<file path="src/rtl/mem_port_arbiter4_if.sv">
// Memory-port arbitration bundle: requests and completion in, grant/select out.
// timeout_err exists only when MEM_ARB_WATCHDOG_EN is defined.
interface mem_port_arbiter4_if;
  logic [3:0] req;
  logic       bus_ready;
  logic [3:0] grant;
  logic [1:0] sel;
  logic       bus_valid;
`ifdef MEM_ARB_WATCHDOG_EN
  logic       timeout_err;
`endif

  // Requester/memory side
  modport master (
    output req,
    output bus_ready,
    input  grant,
    input  sel,
`ifdef MEM_ARB_WATCHDOG_EN
    input  timeout_err,
`endif
    input  bus_valid
  );

  // Arbiter side
  modport slave (
    input  req,
    input  bus_ready,
    output grant,
    output sel,
`ifdef MEM_ARB_WATCHDOG_EN
    output timeout_err,
`endif
    output bus_valid
  );
endinterface

</file>
<file path="src/rtl/mem_port_arbiter4.sv">
// Four-way round-robin arbiter for the shared memory port; grant held until bus_ready.
// Optional busy watchdog with forced release: define MEM_ARB_WATCHDOG_EN.
module mem_port_arbiter4 #(
  parameter int unsigned TIMEOUT_CYCLES = 256
) (
  input  logic               clk,
  input  logic               rst_n,
  mem_port_arbiter4_if.slave bif
);

  localparam int unsigned NREQ = 4;
  localparam int unsigned IDXW = 2;

  typedef enum logic [0:0] {
    IDLE = 1'b0,
    BUSY = 1'b1
  } state_t;

  if (TIMEOUT_CYCLES < 2) begin : g_timeout_check
    $error("mem_port_arbiter4: TIMEOUT_CYCLES must be at least 2");
  end

  state_t            state, state_d;
  logic [IDXW-1:0]   ptr, ptr_d;
  logic [IDXW-1:0]   win, win_d;
  logic [IDXW-1:0]   sel_q, sel_d;
  logic [NREQ-1:0]   grant_q, grant_d;
  logic              valid_q, valid_d;
  logic [IDXW-1:0]   arb_ptr;
  logic [IDXW-1:0]   scan_idx;
  logic [IDXW-1:0]   winner;
  logic              found;
  logic              done;

`ifdef MEM_ARB_WATCHDOG_EN
  localparam int unsigned CNTW = $clog2(TIMEOUT_CYCLES) + 1;

  logic [CNTW-1:0]   cnt, cnt_d;
  logic              timeout_c;
  logic              terr_q;

  // Last stalled cycle: the counter would reach the limit on this edge
  assign timeout_c = (state == BUSY) && !bif.bus_ready &&
                     (cnt == CNTW'(TIMEOUT_CYCLES - 1));
  assign done      = (state == BUSY) && (bif.bus_ready || timeout_c);
  assign bif.timeout_err = terr_q;
`else
  assign done      = (state == BUSY) && bif.bus_ready;
`endif

  // On completion the search starts just past the finishing requester
  assign arb_ptr = (state == BUSY) ? IDXW'(win + 1'b1) : ptr;

  // First set request scanning arb_ptr, arb_ptr+1, ... modulo 4
  always_comb begin
    found    = 1'b0;
    winner   = arb_ptr;
    scan_idx = arb_ptr;
    for (int unsigned k = 0; k < NREQ; k++) begin
      scan_idx = IDXW'(arb_ptr + IDXW'(k));
      if (!found && bif.req[scan_idx]) begin
        found  = 1'b1;
        winner = scan_idx;
      end
    end
  end

  // State register plus registered outputs
  always_ff @(posedge clk) begin
    if (!rst_n) begin
      state   <= IDLE;
      ptr     <= '0;
      win     <= '0;
      sel_q   <= '0;
      grant_q <= '0;
      valid_q <= 1'b0;
`ifdef MEM_ARB_WATCHDOG_EN
      cnt     <= '0;
      terr_q  <= 1'b0;
`endif
    end else begin
      state   <= state_d;
      ptr     <= ptr_d;
      win     <= win_d;
      sel_q   <= sel_d;
      grant_q <= grant_d;
      valid_q <= valid_d;
`ifdef MEM_ARB_WATCHDOG_EN
      cnt     <= cnt_d;
      terr_q  <= timeout_c;
`endif
    end
  end

  // Next-state logic
  always_comb begin
    state_d = state;
    case (state)
      IDLE: if (found) state_d = BUSY;
      BUSY: if (done && !found) state_d = IDLE;
      default: state_d = IDLE;
    endcase
  end

  // Next register values for pointer, winner and outputs
  always_comb begin
    ptr_d   = ptr;
    win_d   = win;
    sel_d   = sel_q;
    grant_d = grant_q;
    valid_d = valid_q;
    case (state)
      IDLE: begin
        if (found) begin
          win_d   = winner;
          sel_d   = winner;
          grant_d = NREQ'(1) << winner;
          valid_d = 1'b1;
        end else begin
          grant_d = '0;
          valid_d = 1'b0;
        end
      end
      BUSY: begin
        if (done) begin
          ptr_d = arb_ptr;
          if (found) begin
            win_d   = winner;
            sel_d   = winner;
            grant_d = NREQ'(1) << winner;
            valid_d = 1'b1;
          end else begin
            grant_d = '0;
            valid_d = 1'b0;
          end
        end
      end
      default: begin
        grant_d = '0;
        valid_d = 1'b0;
      end
    endcase
`ifdef MEM_ARB_WATCHDOG_EN
    cnt_d = ((state == BUSY) && !done) ? CNTW'(cnt + CNTW'(1)) : '0;
`endif
  end

  assign bif.grant     = grant_q;
  assign bif.sel       = sel_q;
  assign bif.bus_valid = valid_q;

endmodule

</file>
<file path="src/flat_wrapper.sv">
// flat-port wrapper written by rule: the top's interface ports become plain ports
module mem_port_arbiter4_flat 
#(
  parameter int unsigned TIMEOUT_CYCLES = 256
)
  (clk, rst_n, bif_req, bif_bus_ready, bif_grant, bif_sel, bif_bus_valid);
  mem_port_arbiter4_if bif_i ();
  input  logic clk;
  input  logic rst_n;
  input wire logic [$bits(bif_i.req)-1:0] bif_req;
  input wire logic [$bits(bif_i.bus_ready)-1:0] bif_bus_ready;
  output wire logic [$bits(bif_i.grant)-1:0] bif_grant;
  output wire logic [$bits(bif_i.sel)-1:0] bif_sel;
  output wire logic [$bits(bif_i.bus_valid)-1:0] bif_bus_valid;
  assign bif_i.req = bif_req;
  assign bif_i.bus_ready = bif_bus_ready;
  assign bif_grant = bif_i.grant;
  assign bif_sel = bif_i.sel;
  assign bif_bus_valid = bif_i.bus_valid;
  mem_port_arbiter4 #(.TIMEOUT_CYCLES(TIMEOUT_CYCLES)) u_core (.clk(clk), .rst_n(rst_n), .bif(bif_i));
endmodule
</file>
<file path="config.mk">
export PLATFORM = sky130hd
export DESIGN_NAME = mem_port_arbiter4_flat
export DESIGN_NICKNAME = d
export VERILOG_FILES = /design/src/rtl/mem_port_arbiter4_if.sv /design/src/rtl/mem_port_arbiter4.sv /design/src/flat_wrapper.sv
export SDC_FILE = /design/constraint.sdc
export NUM_CORES = 1
export LEC_CHECK = 0
export ABC_AREA = 1
export BUFFER_PORTS_ARGS = -buffer_cell sky130_fd_sc_hd__buf_2
export CORE_MARGIN = 4
export CORE_UTILIZATION = 55
export DETAILED_ROUTE_END_ITERATION = 12
export PLACE_DENSITY = 0.9
export REMOVE_ABC_BUFFERS = 1
export SYNTH_ARGS = -nofsm -noshare
export SYNTH_HDL_FRONTEND = slang
export SYNTH_SLANG_ARGS = --single-unit
</file>
<file path="constraint.sdc">
create_clock -name clk -period 3.9 [get_ports clk]
set_input_delay 0.39 -clock clk [delete_from_list [all_inputs] [get_ports clk]]
set_output_delay 0.39 -clock clk [all_outputs]
set_load 0.03 [all_outputs]
</file>
# [Word level (Yosys, flattened, before mapping)]
# Index checks and enable logic that the tools add are counted.
[word_totals] out_inout_bits=7 input_bits=7 wordCells=57 ff_bits=12
[op_classes] order_cmp=4 n_mux=30 eq_ne=1 n_bitwise=1 shift=1 reduce_logical=10 n_addsub=4
[op_table] op="$mux W2" count=8
[op_table] op="$lt A2 B3 Y1 const B" count=4
[op_table] op="$mux W1" count=11
[op_table] op="$bmux W1 S2" count=4
[op_table] op="$mux W4" count=2
[op_table] op="$pmux W2 S2" count=2
[op_table] op="$pmux W4 S2" count=1
[op_table] op="$logic_and A1 B1 Y1" count=5
[op_table] op="$add A2 B1 Y2 const B" count=2
[op_table] op="$add A2 B2 Y2 const B" count=2
[op_table] op="$logic_not A1 Y1" count=4
[op_table] op="$pmux W1 S2" count=2
[op_table] op="$shl A1 B2 Y4 const A" count=1
[op_table] op="$ne A2 B2 Y1 const B" count=1
[op_table] op="$reduce_and A2 Y1" count=1
[op_table] op="$not A1 Y1" count=1

# [Longest topological paths before layout]
[depth] depth_word=18 mapped_depth=16 mapped_depth_nobuf=15

# [Worst setup path before layout]
# Ideal clock, no wire load.
[synth_path] kind="register -> register" from="reg u_core.win[0]" to="reg u_core.grant_q[0], in the netlist u_core.bif.grant[0]" n_path_buf=0 arrival_ns=1.790 setup_ns=0.120 slack_ns=1.991 synth_period_minus_slack_ns=1.909 t_required_ns=3.780 stages_incl_launch_ff=14 cell_sequence="dfxtp_1 inv_1 nand2_1 nand3_1 nand2_1 nand2_2 nand2_4 inv_2 nor2_2 nand3_1 nand3_1 nand2_1 nand2_1 a21oi_1"
[synth_between] elab_chain_len=18 word_cells_on_any_way=30 cone_classes="add/sub (4); shift (1); mux (19); reduce/logical (6)"
[synth_lines] element="start, declared" line_no="mem_port_arbiter4.sv:25" rtl="logic [IDXW-1:0] win, win_d;"
[synth_lines] element="start signal, assigned" line_no="mem_port_arbiter4.sv:84" rtl="win <= win_d;"
[synth_lines] element="$add A2 B1 Y2 *" line_no="mem_port_arbiter4.sv:52" rtl="assign arb_ptr = (state == BUSY) ? IDXW'(win + 1'b1) : ptr;"
[synth_lines] element="$mux W2 *" line_no="mem_port_arbiter4.sv:52"
[synth_lines] element="branches (longest 13 deep; another with $add A2 B1 Y2)"
[synth_lines] element="$mux W4 *" line_no="mem_port_arbiter4.sv:114, mem_port_arbiter4.sv:127"
[synth_lines] element="$mux W4" line_no="mem_port_arbiter4.sv:125" rtl="if (done) begin"
[synth_lines] element="$pmux W4 S2 *" line_no="mem_port_arbiter4.sv:112" rtl="case (state)"
[synth_lines] element="end signal, assigned" line_no="mem_port_arbiter4.sv:86" rtl="grant_q <= grant_d;"
[synth_lines] element="end, declared" line_no="mem_port_arbiter4.sv:27" rtl="logic [NREQ-1:0] grant_q, grant_d;"
# Mark *: on every way between the ends. The select of a mux whose other input is x is not followed.
# A chain may end at the register's enable or synchronous reset.

# [Worst setup path in the final report]
[layout_path] from="reg u_core.state" to="reg u_core.grant_q[1], in the netlist u_core.bif.grant[1]"
[layout_between] elab_chain_len=17 word_cells_on_any_way=32 cone_classes="add/sub (3); eq/ne (1); shift (1); mux (19); bitwise (1); reduce/logical (7)"
[layout_lines] element="start, declared" line_no="mem_port_arbiter4.sv:23" rtl="state_t state, state_d;"
[layout_lines] element="start signal, assigned" line_no="mem_port_arbiter4.sv:82" rtl="state <= state_d;"
[layout_lines] element="branches (longest 17 deep; another with $add A2 B1 Y2)"
# Parallel ways; which one is timed is not known. The select of a mux whose other input is x is not followed.

==> results <==
- Setup repair after global routing left no endpoint under its margin.
- The hold buffer count at cts is 0.
- The share of the synthesized area in the top cell type is 22.44%.
- For this run, the number of Yosys warnings is 0.
- For this run, the top clock speed supported by timing is 476.9 MHz.
- The count of input and output buffers is 13.
- The kind of critical path is flop to flop.
- The post-synthesis async set-or-reset flop share is 0%.
- The later pin in the worst-skew pair is clocked with a latency of 0.27 ns.
- The share of synthesized area occupied by flip-flops and latches is 22.44%.
- The transition time at the pin with the least slew margin is 0.3929 ns.
- The area growth from synthesis to layout is 11.36%.
- The total chip power is 0.7419 mW.
- By instance count, the leading cell after synthesis is sky130_fd_sc_hd__nand2_1.
- The number of placed instances, taps included, is 168.
- The detailed router finished its first iteration with 28 violations.
- The effective utilization at floorplan is 58.54%.
- The post-route antenna net violation count is 0.
- The vertical extent of the die is 48.28 um.
- Clock skew on the completed layout was measured at 0.004083 ns.
- The pre-antenna-repair detailed-routing pass consisted of 4 iterations.
- The worst setup path is captured at a flop.
- Clock-pin slew was measured on the worst setup and hold paths at 0.07 ns.
- After synthesis, the cell types taking the most area are sky130_fd_sc_hd__dfxtp_1, sky130_fd_sc_hd__nand2_1, sky130_fd_sc_hd__nand3_1, sky130_fd_sc_hd__nand2_4, sky130_fd_sc_hd__nand2_2.
- After synthesis, the netlist uses 22 different library cells.
- After synthesis, the most frequently instantiated cells are sky130_fd_sc_hd__nand2_1, sky130_fd_sc_hd__nand3_1, sky130_fd_sc_hd__inv_1.
- 0 antenna diodes ended up in the layout.
- The number of max-slew violations in the final report was 0.
- The cell area after placement is 957.2 um2.
- The CTS buffer count is 3.
- The post-route netlist has 32.69% of its cells at a drive strength greater than 1.
- The tightest min-delay check is of the primary input to flop type.
- The count of maximum capacitance violations is 0.
- The floorplan core area is 0.001524 mm2.
- The wire length of the first global-routing pass is 3111 um.
- Walking the worst path, the cells encountered are inv_2, nand2_2, nand2_2, nand2_1, o21ai_1, o21ai_2, nand4_1, nand2_1, nand2_2, nor2_2, nand2_1, a21oi_1.
- During I/O placement, the number of pins put on the boundary was 14.
- After detailed routing, the total wire length is 1925 um.
- In this run, synthesis inferred 0 flip-flops with an integrated enable.
- The number of failing hold endpoints at the final stage is 0.
- The dominant cell type by area after synthesis is sky130_fd_sc_hd__dfxtp_1.
- Synthesis produced a netlist whose cell count is 140.
- At the placement stage, the worst setup path has a slack of 1.885 ns.
- The library cell contributing the largest single delay on the critical path is sky130_fd_sc_hd__dfxtp_1.
- The final-report setup violation count is 0.
- Dividing the detail-routed wire length by the instance count gives 11.19 um.
- For this design the static power due to leakage is 0.5215 nW.
- The pin count of the biggest net entering global routing is 13.
- In this run the number of H-tree levels came out at 1.
- The final critical delay including setup and external delays is 2.097 ns.
- The worst endpoint data arrival time is 2.30 ns.
- Excluding fillers, the count of instances in the completed layout stands at 172.
- After clock tree synthesis, the setup repair step added 0 buffers.
- Measured against its own limit, the worst slew margin works out to 73.71%.
- The required time reported for the critical path endpoint is 4.10 ns.
- Summing every instance area after synthesis gives 892.1 um2.
- For this run, the leading register cell type out of synthesis is sky130_fd_sc_hd__dfxtp_1.
- The run finished with clean final reports.
- With fillers left out, the area of the finished cells amounts to 993.5 um2.
- The final core utilization is 65.19%.
- Dividing the detail-routed via count by the number of cells gives 5.453.
- The routability congestion estimate is 0.9895.
- The total negative setup slack is 0 ns.
- Global routing used 18.28% of the available tracks.
- The number of DRC violations after detailed routing is 0.
- After floorplanning, the core was divided into 14 placement rows.
- For this design, the sink count on the clock tree is 10.
- In this run the mean area of a mapped cell was 6.372 um2.
- The post-CTS resize count is 0.
- In this run the worst path has a maximum fanout of 12.
- The deepest clock path buffer count is 2.
- Setup slack on the critical path of the routed design comes to 1.803 ns.
- The remaining global-route overflow is 0.
- The number of global-route vias before repair came to 778.
- The clock root buffer is sky130_fd_sc_hd__clkbuf_4.
- VDD sags by at most 0.3281 mV.
- The initial antenna violation count is 0.
- STA classifies the critical path startpoint as a flop.
- The horizontal extent of the die is 48.28 um.
- Counting flops and latches in the post-synthesis netlist gives 10.
- The share of the clock period used by the worst path is 53.76%.
- After legalization and detailed placement, the total HPWL measured 1549 um.
- The die covers 0.002330 mm2.
- The clock tree from TritonCTS is done.
- The detailed router placed 938 vias in this run.
- In this run the power density over the cells is 746.8 mW/mm2.
- The worst hold slack is 0.3921 ns.
- The delay of the slowest cell on the worst path is 0.45 ns.
- The net count of the finished layout is 164.
## area by class of cell
| type | count | area, um2 |
|---|---|---|
| clock buffers | 4 | 36.28 |
| fillers | 131 | 530.5 |
| inverters | 16 | 61.31 |
| multi-input cells | 113 | 610.6 |
| flip-flops and latches | 10 | 200.2 |
| well taps | 16 | 20.02 |
| repair buffers | 13 | 65.06 |
## cell families after synthesis
logic type | Yosys count | share of synthesized area [%]
AOI/OAI and AO/OA | 14 | 8.696
buffers and inverters | 17 | 9.116
DFF | 10 | 22.44
and+or+nand+nor | 99 | 59.75
## critical path, delay by kind of cell (launching register included)
| family | cells | cell delay [ns] |
|---|---|---|
| DFF | 1 | 0.45 |
| buffers and inverters | 1 | 0.10 |
| AOI/OAI and AO/OA | 3 | 0.47 |
| and+or+nand+nor | 8 | 1.01 |
## routing by layer
metal	global-route usage, %	up-vias	routed length, um
li1	-	484	-
met1	23.57	404	872
met2	31.51	42	934
met3	1.476	8	91
met4	6.452	0	26
met5	0	-	0
## path summary, 6_finish.rpt
path                                    start                                 to  slack (ns)  depth (start not counted)
max                   u_core.state$_SDFF_PN0_   u_core.bif.grant[1]$_SDFFE_PN0N_        1.80                         12
min                             bif_bus_ready  u_core.bif.bus_valid$_SDFFE_PN0N_        0.39                          3
max reg2reg           u_core.state$_SDFF_PN0_   u_core.bif.grant[1]$_SDFFE_PN0N_        1.80                         12
min reg2reg  u_core.bif.grant[2]$_SDFFE_PN0N_   u_core.bif.grant[2]$_SDFFE_PN0N_        0.46                          2
## cells in the final DEF (no fill, tap or decap), drive strengths merged, types with 3 or more instances in the layout
| master | instances |
|---|---|
| clkbuf | 4 |
| buf | 13 |
| nand4 | 3 |
| dfxtp | 10 |
| o21ai | 6 |
| nand2 | 64 |
| nor2 | 8 |
| nand3 | 22 |
| a21oi | 6 |
| inv | 15 |
## sequential cells by signal (all words and copies together) (netlist names)
name / flops
u_core.state: 1
u_core.bif.grant: 4
u_core.ptr: 2
u_core.win: 2
u_core.bif.bus_valid: 1
## power by group
| part | switching [mW] | total, mW | internal [mW] |
|---|---|---|---|
| clock network | 0.0370 | 0.0937 | 0.0567 |
| registers | 0.0212 | 0.154 | 0.133 |
| logic | 0.345 | 0.494 | 0.149 |
| total | 0.403 | 0.742 | 0.339 |
Power figures use the tool's default switching activity.
